[src/rtl/regfile_exec_seq_if.sv]
// Bundle of the sequencer's command, register-file and status signals.
// The slave side is the sequencer; the master side supplies commands and the
// register file's combinational read data (in practice the parent/regfile wrapper).
interface regfile_exec_seq_if #(
  parameter int WIDTH = 16,
  parameter int RSEL  = 3
);
  // command request
  logic             start;
  logic [1:0]       op;
  logic [1:0]       shift;
  logic [RSEL-1:0]  rd;
  logic [RSEL-1:0]  rn;
  logic [RSEL-1:0]  rm;
  // register file side
  logic [WIDTH-1:0] reg_data_out;
  logic [RSEL-1:0]  readnum;
  logic [RSEL-1:0]  writenum;
  logic             write;
  logic [WIDTH-1:0] data_in;
  // progress / result flags
  logic             busy;
  logic             done;
  logic [2:0]       status;

  modport master (
    output start, op, shift, rd, rn, rm, reg_data_out,
    input  readnum, writenum, write, data_in, busy, done, status
  );

  modport slave (
    input  start, op, shift, rd, rn, rm, reg_data_out,
    output readnum, writenum, write, data_in, busy, done, status
  );
endinterface

[src/rtl/regfile_exec_seq.sv]
// Execute sequencer: read Rn, read Rm, shift/ALU into C, write C back to Rd.
// Latency: start taken at E0, write high in cycle after E3, done high in cycle after E4.
// Backpressure: none; start is sampled only in IDLE, ignored (not queued) while busy.
// Ports: clk, reset (synchronous, active-high); bus (slave modport) carries
//   start/op/shift/rd/rn/rm and reg_data_out in; readnum/writenum/write/data_in,
//   busy/done/status {V,N,Z} out. All outputs are decoded from state and registers.
module regfile_exec_seq #(
  parameter int WIDTH = 16,
  parameter int RSEL  = 3
) (
  input  logic              clk,
  input  logic              reset,
  regfile_exec_seq_if.slave bus
);

  localparam int MSB = WIDTH - 1;

  localparam logic [2:0] S_IDLE = 3'd0;
  localparam logic [2:0] S_RA   = 3'd1;
  localparam logic [2:0] S_RB   = 3'd2;
  localparam logic [2:0] S_EX   = 3'd3;
  localparam logic [2:0] S_WB   = 3'd4;
  localparam logic [2:0] S_DN   = 3'd5;

  logic [2:0]       state;
  logic [1:0]       op_q;
  logic [1:0]       shift_q;
  logic [RSEL-1:0]  rd_q;
  logic [RSEL-1:0]  rn_q;
  logic [RSEL-1:0]  rm_q;
  logic [WIDTH-1:0] a_q;
  logic [WIDTH-1:0] b_q;
  logic [WIDTH-1:0] c_q;
  logic [2:0]       status_q;

  logic [WIDTH-1:0] b_sh;
  logic [WIDTH-1:0] alu_res;
  logic             alu_v;

  // B shifter
  always_comb begin
    b_sh = b_q;
    case (shift_q)
      2'b01:   b_sh = {b_q[MSB-1:0], 1'b0};
      2'b10:   b_sh = {1'b0, b_q[MSB:1]};
      2'b11:   b_sh = {b_q[MSB], b_q[MSB:1]};
      default: b_sh = b_q;
    endcase
  end

  // ALU; overflow only meaningful for ADD/SUB, judged from operand/result signs
  always_comb begin
    alu_res = '0;
    alu_v   = 1'b0;
    case (op_q)
      2'b00: begin
        alu_res = a_q + b_sh;
        alu_v   = (a_q[MSB] == b_sh[MSB]) && (alu_res[MSB] != a_q[MSB]);
      end
      2'b01: begin
        alu_res = a_q - b_sh;
        alu_v   = (a_q[MSB] != b_sh[MSB]) && (alu_res[MSB] != a_q[MSB]);
      end
      2'b10:   alu_res = a_q & b_sh;
      default: alu_res = ~b_sh;
    endcase
  end

  always_ff @(posedge clk) begin
    if (reset) begin
      state    <= S_IDLE;
      op_q     <= '0;
      shift_q  <= '0;
      rd_q     <= '0;
      rn_q     <= '0;
      rm_q     <= '0;
      a_q      <= '0;
      b_q      <= '0;
      c_q      <= '0;
      status_q <= '0;
    end else begin
      case (state)
        S_IDLE: begin
          if (bus.start) begin
            op_q    <= bus.op;
            shift_q <= bus.shift;
            rd_q    <= bus.rd;
            rn_q    <= bus.rn;
            rm_q    <= bus.rm;
            state   <= S_RA;
          end
        end
        S_RA: begin
          a_q   <= bus.reg_data_out;
          state <= S_RB;
        end
        S_RB: begin
          b_q   <= bus.reg_data_out;
          state <= S_EX;
        end
        S_EX: begin
          c_q      <= alu_res;
          status_q <= {alu_v, alu_res[MSB], (alu_res == '0)};
          state    <= S_WB;
        end
        // the register file captures data_in at the edge leaving WB
        S_WB:    state <= S_DN;
        S_DN:    state <= S_IDLE;
        default: state <= S_IDLE;
      endcase
    end
  end

  assign bus.readnum  = (state == S_RA) ? rn_q :
                        (state == S_RB) ? rm_q : '0;
  assign bus.writenum = (state == S_WB) ? rd_q : '0;
  assign bus.write    = (state == S_WB);
  assign bus.data_in  = c_q;
  assign bus.busy     = (state != S_IDLE);
  assign bus.done     = (state == S_DN);
  assign bus.status   = status_q;

endmodule

[src/flat_wrapper.sv]
// flat-port wrapper written by rule: the top's interface ports become plain ports
module regfile_exec_seq_flat 
#(
  parameter int WIDTH = 16,
  parameter int RSEL  = 3
)
  (clk, reset, bus_start, bus_op, bus_shift, bus_rd, bus_rn, bus_rm, bus_reg_data_out, bus_readnum, bus_writenum, bus_write, bus_data_in, bus_busy, bus_done, bus_status);
  regfile_exec_seq_if #(.WIDTH(WIDTH), .RSEL(RSEL)) bus_i ();
  input  logic clk;
  input  logic reset;
  input wire logic [$bits(bus_i.start)-1:0] bus_start;
  input wire logic [$bits(bus_i.op)-1:0] bus_op;
  input wire logic [$bits(bus_i.shift)-1:0] bus_shift;
  input wire logic [$bits(bus_i.rd)-1:0] bus_rd;
  input wire logic [$bits(bus_i.rn)-1:0] bus_rn;
  input wire logic [$bits(bus_i.rm)-1:0] bus_rm;
  input wire logic [$bits(bus_i.reg_data_out)-1:0] bus_reg_data_out;
  output wire logic [$bits(bus_i.readnum)-1:0] bus_readnum;
  output wire logic [$bits(bus_i.writenum)-1:0] bus_writenum;
  output wire logic [$bits(bus_i.write)-1:0] bus_write;
  output wire logic [$bits(bus_i.data_in)-1:0] bus_data_in;
  output wire logic [$bits(bus_i.busy)-1:0] bus_busy;
  output wire logic [$bits(bus_i.done)-1:0] bus_done;
  output wire logic [$bits(bus_i.status)-1:0] bus_status;
  assign bus_i.start = bus_start;
  assign bus_i.op = bus_op;
  assign bus_i.shift = bus_shift;
  assign bus_i.rd = bus_rd;
  assign bus_i.rn = bus_rn;
  assign bus_i.rm = bus_rm;
  assign bus_i.reg_data_out = bus_reg_data_out;
  assign bus_readnum = bus_i.readnum;
  assign bus_writenum = bus_i.writenum;
  assign bus_write = bus_i.write;
  assign bus_data_in = bus_i.data_in;
  assign bus_busy = bus_i.busy;
  assign bus_done = bus_i.done;
  assign bus_status = bus_i.status;
  regfile_exec_seq #(.WIDTH(WIDTH), .RSEL(RSEL)) u_core (.clk(clk), .reset(reset), .bus(bus_i));
endmodule
[config.mk]
export PLATFORM = sky130hd
export DESIGN_NAME = regfile_exec_seq_flat
export DESIGN_NICKNAME = d
export VERILOG_FILES = /design/src/rtl/regfile_exec_seq_if.sv /design/src/rtl/regfile_exec_seq.sv /design/src/flat_wrapper.sv
export SDC_FILE = /design/constraint.sdc
export NUM_CORES = 1
export LEC_CHECK = 0
export ABC_AREA = 1
export BUFFER_PORTS_ARGS = -buffer_cell sky130_fd_sc_hd__buf_4
export CORE_ASPECT_RATIO = 0.9
export CORE_MARGIN = 2
export CORE_UTILIZATION = 45
export CTS_BUF_LIST = sky130_fd_sc_hd__clkbuf_16
export DETAILED_ROUTE_END_ITERATION = 8
export PLACE_DENSITY_LB_ADDON = 0.1
export RECOVER_POWER = 25
export SLEW_MARGIN = 20
export SYNTH_ARGS = -nofsm -noshare
export SYNTH_HDL_FRONTEND = slang
export SYNTH_SLANG_ARGS = --single-unit
[constraint.sdc]
create_clock -name clk -period 6.1 [get_ports clk]
set_input_delay 0.61 -clock clk [delete_from_list [all_inputs] [get_ports clk]]
set_output_delay 0.61 -clock clk [all_outputs]
set_load 0.05 [all_outputs]
======== Yosys cells after proc, flatten, opt, wreduce, memory -nomap -nowiden ========
Index checks and enable logic that the tools add are counted.
word-level totals
  register bits after elaboration ......... 67
  latch bits .............................. 0
  bits in writable memories ............... 0
  memory bits (read-only) ................. 0
  bits of input ports ..................... 32
  output and inout port bits .............. 28
  word-level logic and storage cells ...... 44
  memories kept ........................... 0
cells by class
  add/subtract/negate cells ............... 2
  $mul .................................... 0
  div/mod/pow operators ................... 0
  magnitude comparators ................... 0
  equality and inequality tests ........... 15
  shift-type cells ........................ 0
  muxes and demuxes ....................... 8
  bitwise logic cells ..................... 2
  reduce and logical (&&, ||, !) cells .... 7
operator list
  cell                                                             number
  16-bit case mux with 3 select lines                              2
  16-bit adder                                                     1
  16-bit bitwise AND                                               1
  16-bit zero test                                                 1
  16-bit inverter                                                  1
  16-bit subtractor                                                1
  3-bit case mux with 5 select lines                               1
  3-bit two-way mux                                                4
  2-bit == test, second input constant                             3
  3-bit by 2-bit == test with 1-bit output, second input constant  2
  3-bit == test, second input constant                             2
  2-bit by 1-bit == test with 1-bit output, second input constant  2
  3-bit by 1-bit == test with 1-bit output, second input constant  1
  3-bit zero test                                                  1
  1-bit inequality test                                            3
  3-bit nonzero test                                               1
  1-bit logical AND                                                2
  2-bit zero test                                                  1
  2-bit inequality test, second input constant                     1
  1-bit case mux with 2 select lines                               1
  2-bit AND reduction                                              1
  1-bit == test                                                    1

======== Depth between registers and ports, before layout ========
  word-level depth ........................ 6
  mapped depth ............................ 22
  mapped depth without buffers ............ 21

======== Least setup slack after synthesis ========
No wires, ideal clock.
  path type ............................... flip-flop to flip-flop
  from .................................... reg u_core.shift_q[1]
  to ...................................... reg u_core.status_q[0] (netlist: u_core.bus.status[0])
  setup time .............................. 0.067 ns
  arrival time ............................ 2.463 ns
  required time ........................... 6.033 ns
  setup slack ............................. 3.570 ns
  stages on the path, launching flop included .. 21
  path buffers ............................ 2
  clock period less this slack ............ 2.530 ns
  cells stage by stage .................... dfxtp_1 -> buf_6 -> inv_4 -> nand2_2 -> o221ai_1 -> inv_1 -> ha_1 -> buf_2 -> nor2_2 -> inv_1 -> nor3_1 -> nand2_1 -> nand3_1 -> nand2_1 -> nand3_1 -> nand3_1 -> nand2_1 -> nand2_1 -> nor2_1 -> nand3_1 -> a21oi_2
between the ends
  longest elaborated chain between the ends .. 5
  elaborated cells between the ends (all ways) .. 10
  those cells by class .................... add/sub (2); eq/ne (3); mux (2); bitwise (2); reduce/logical (1)
RTL lines
  element                                                                    RTL line                 source
  start, declared                                                            regfile_exec_seq.sv:27   logic [1:0] shift_q;
  start signal, assigned                                                     regfile_exec_seq.sv:86   shift_q <= bus.shift;
  2-bit == test or 2-bit by 1-bit == test with 1-bit output (tied branches)  regfile_exec_seq.sv:43   case (shift_q)
  16-bit case mux with 3 select lines *                                      regfile_exec_seq.sv:43
  16-bit subtractor, or another cell as far along                            regfile_exec_seq.sv:61   alu_res = a_q - b_sh;
  16-bit case mux with 3 select lines *                                      regfile_exec_seq.sv:55   case (op_q)
  16-bit zero test *                                                         regfile_exec_seq.sv:103  status_q <= {alu_v, alu_res[MSB], (alu_res == '0)};
  end signal, assigned                                                       regfile_exec_seq.sv:103
  end, declared                                                              regfile_exec_seq.sv:34   logic [2:0] status_q;
Mark *: on every way between the ends. The rest lies on a longest branch, timed or not.
A chain may end at the register's enable or synchronous reset.

======== Worst setup path after layout ========
  from .................................... reg u_core.state[0]
  to ...................................... out bus_readnum[2]
between the ends
  longest elaborated chain between the ends .. 3
  elaborated cells between the ends (all ways) .. 4
  those cells by class .................... eq/ne (2); mux (2)
RTL lines
  element                                   RTL line                 source
  start, declared                           regfile_exec_seq.sv:25   logic [2:0] state;
  start signal, assigned                    regfile_exec_seq.sv:71   state <= S_IDLE;
  start signal, assigned                    regfile_exec_seq.sv:90   state <= S_RA;
  start signal, assigned                    regfile_exec_seq.sv:95   state <= S_RB;
  3-bit by 2-bit == test with 1-bit output  regfile_exec_seq.sv:115  (state == S_RB) ? rm_q : '0;
  3-bit two-way mux                         regfile_exec_seq.sv:115
  3-bit two-way mux *                       regfile_exec_seq.sv:114  assign bus.readnum = (state == S_RA) ? rn_q :
  end, declared                             flat_wrapper.sv:18       output wire logic [$bits(bus_i.readnum)-1:0] bus_readnum;
Marks and branches as above.

==> flow_summary.toml <==
[outcome]
status = "complete, no violations"

[power_and_ir_drop]
p_per_area_mw_per_mm2 = 393.6
p_comb_share_pct = 54.7
cellLeakagePower_nw = 2.847
p_clk_share_pct = 21.5
p_int_w = 0.001182
vdd_drop_max_v = 0.0002539
p_sw_w = 0.001135
switching_share_pct = 48.98
seqPwrFrac_pct = 23.8

[synth]
yosysTopAreaCellShare_pct = 25.46
syn_avg_cell_area_um2 = 6.208
synthCells = 836
synth_warnings = 0
synth_commonest_cells = "201 x nand2_1, 113 x inv_1, 98 x nand3_1"
async_flop_share_pct = 0
synth_area_leaders = "dfxtp_1 25%, nand2_1 15%, nand3_1 9.5%"
synth.most_common_cell = "nand2_1"
yosysTopAreaCell = "dfxtp_1"
synth_flop_cell = "dfxtp_1"
synth_fp_nets = 905
synth_seq_cells = 66
synth-edff-count = 0
syn_area_mm2 = 0.005190
yosysSeqAreaShare_pct = 25.46
synth_cell_types = 43

[hold_path]
holdCritStartpoint = "u_core.rm_q[1]"
hold_end = "u_core.rm_q[1]"
holdPathStages = 2
hold_path.class = "reg -> reg"

[drt]
drt-initial-drc-count = 507
vias_per_cell = 5.409
routed_wl_um = 16540
wl_per_cell_um = 15.97
drc = 0
firstDrtPassIters = 6
num_vias = 5604
postRouteAntennaNets = 0

[layout]
fill_cells = 1169
diodes = 0
areaGrowthSynthToFinish_pct = 13.43
final_core_util_pct = 51.90
drive_gt1_share_pct = 11.93
final_nets = 945

[timing]
slew_viol_final = 0
setup_viol = 0
period_share_pct = 58.40
rsz0062_at_grt = "false"
worst_slack_ns = 2.537
clock_skew_ns = 0.007615
finalSetupTns_ns = 0
worstMarginPinSlew_ns = 1.028
max-slew-margin-rel_pct = 31.22
max_freq_mhz = 280.7
hold_viol = 0
finalCriticalPeriod_ns = 3.563

[placed_design]
place_hpwl_um = 12920
place_congestion = 0.9740
dpl_worst_slack_ns = 2.707
portBuffers = 59

[worst_setup_path]
crit_buf_inv = 2
crit_type = "reg -> out"
r2r-end = "u_core.bus.status[0]"
cp_top_family = "simple AND/OR/NAND/NOR gates"
crit_fanout = 22
end_kind = "output pin"
cpPeakStageDelay_ns = 0.78
crit_path_top_delay_cell = "nor2_1"
cp_cell_sequence = "inv_1 -> nor2_1 -> nand2_1 -> o22ai_1 -> buf_4"
cp.arrival_ns = 2.95
start_kind = "flop"
required_ns = 5.49
rrSetupSlack_ns = 2.66
rr_startpoint = "u_core.shift_q[1]"
r2r_cells = 17

[clocking]
post_cts_resize_count = 0
cts_hold_buf = 0
cts_setup_buffers = 0
cts_sinks = 66
clk-insertion-delay-late_ns = 0.33
htree_levels = 3
cts_tree = "done"
clock_path_buffers = 2
clockRootBuffer = "clkbuf_16"
clk_pin_slew_ns = 0.06
cts-buffers-inserted = 9

[grt]
grt_antenna_before_repair = 0
grt_pass1_wl_um = 26830
grt_usage_pct = 27.94
grt_pass1_vias = 5240
grt-ovfl-total = 0
grt_start_max_net_pins = 46

[floorplan]
io_pins = 60
rows = 37
die_area_mm2 = 0.01241
core-area_mm2 = 0.01134
initial_utilization_pct = 45.76
die_x_um = 117.2
die_h_um = 105.9

[flow_run]
maxCapViolCount = 0
==> power by group through the flow <==
stage | Clock [W] | Combinational, W | Sequential [W]
after CTS | 0.000506 | 0.00125 | 0.000550
final | 0.000499 | 0.00127 | 0.000551
after global placement | 0 | 0.00124 | 0.000557
after floorplan | 0 | 0.000929 | 0.000563
after detailed placement | 0 | 0.00125 | 0.000559
after global routing | 0.000525 | 0.00141 | 0.000559
==> sequential cells by signal (all words and copies together), names as in the netlist <==
name / flops
u_core.rn_q: 3
u_core.rd_q: 3
u_core.rm_q: 3
u_core.shift_q: 2
u_core.state: 3
u_core.bus.data_in: 15
u_core.a_q: 16
u_core.op_q: 2
u_core.bus.status: 3
u_core.b_q: 16
==> metrics by stage <==
stage               hold WS [ns]  area (µm²)  power, W  instances
floorplan                 0.4297        5190  0.001492        836
global placement          0.4389        5685  0.001800       1021
detailed placement        0.4496        5685  0.001805       1021
CTS                       0.4573        5969  0.002310       1036
global route              0.4842        5887  0.002489       1036
finish                    0.4556        5887  0.002317       1036
==> how the worst max path moves through the flow <==
| stage | start | to | slack [ns] | cells after the start |
|---|---|---|---|---|
| global route | u_core.shift_q[1] | u_core.bus.status[0] | 2.35 | 19 |
| floorplan | u_core.shift_q[1] | u_core.bus.status[0] | 3.57 | 20 |
| CTS | u_core.state[0] | bus_readnum[2] | 2.60 | 5 |
| detailed placement | u_core.shift_q[1] | u_core.bus.status[0] | 2.71 | 19 |
| global placement | u_core.shift_q[1] | u_core.bus.status[0] | 2.77 | 19 |
| finish | u_core.state[0] | bus_readnum[2] | 2.54 | 5 |
==> cell families after synthesis <==
family | share of synthesized area (%)
XOR/XNOR | 0.1688
flip-flops | 25.46
buffers and inverters | 12.22
AND/OR/NAND/NOR | 35.70
AO/OA/AOI/OAI | 17.24
adder cells (fa/ha/maj) | 9.209
==> layer usage <==
metal | track usage [%] | vias to the layer above | share of wire, %
met1 | 40.35 | 2553 | 46
met5 | 0 | - | 0
li1 | - | 2791 | -
met2 | 42.04 | 238 | 44
met4 | 8.151 | 0 | 1.9
met3 | 5.233 | 22 | 8.5
==> area by class of cell <==
type	count	area, µm²	share of cell area [%]
sequential	66	1321	22.44
multi-input combinational	612	3227	54.81
clock buffer	9	225.2	3.826
clock inverter	6	58.81	0.9989
tap	156	195.2	3.316
timing repair buffer	61	382.9	6.504
inverter	126	476.7	8.098
==> cell usage in the layout, fill, tap and decap left out, drive strengths merged <==
master    instances
clkinv            6
o211ai            1
nand4            15
a21oi            75
nand2           212
inv             124
a31oi             1
o21bai            3
fa                2
o21a              3
o22ai             4
o221ai            5
clkbuf           29
clkinvlp          1
nand3           101
buf              41
or2               2
ha               35
a22oi             2
dfxtp            66
bufinv            1
nand3b            1
and2              1
xor2              1
o21ai            64
nor3              9
nor2             75
==> worst reg2reg max path: stages (launching register included) <==
cell and delay [ns]:
dfxtp_1 0.44, nor2_2 0.47, inv_1 0.14, nor2_1 0.12, a21oi_1 0.06, o21a_1 0.17
ha_1 0.52, nand2_1 0.19, inv_1 0.11, nand3_1 0.09, nand3b_1 0.27, nand2_1 0.16
nand2_1 0.06, nand3_1 0.07, nand3_1 0.15, nor2_1 0.14, nand3_1 0.10, a21oi_2 0.11
Power figures use the tool's default switching activity.
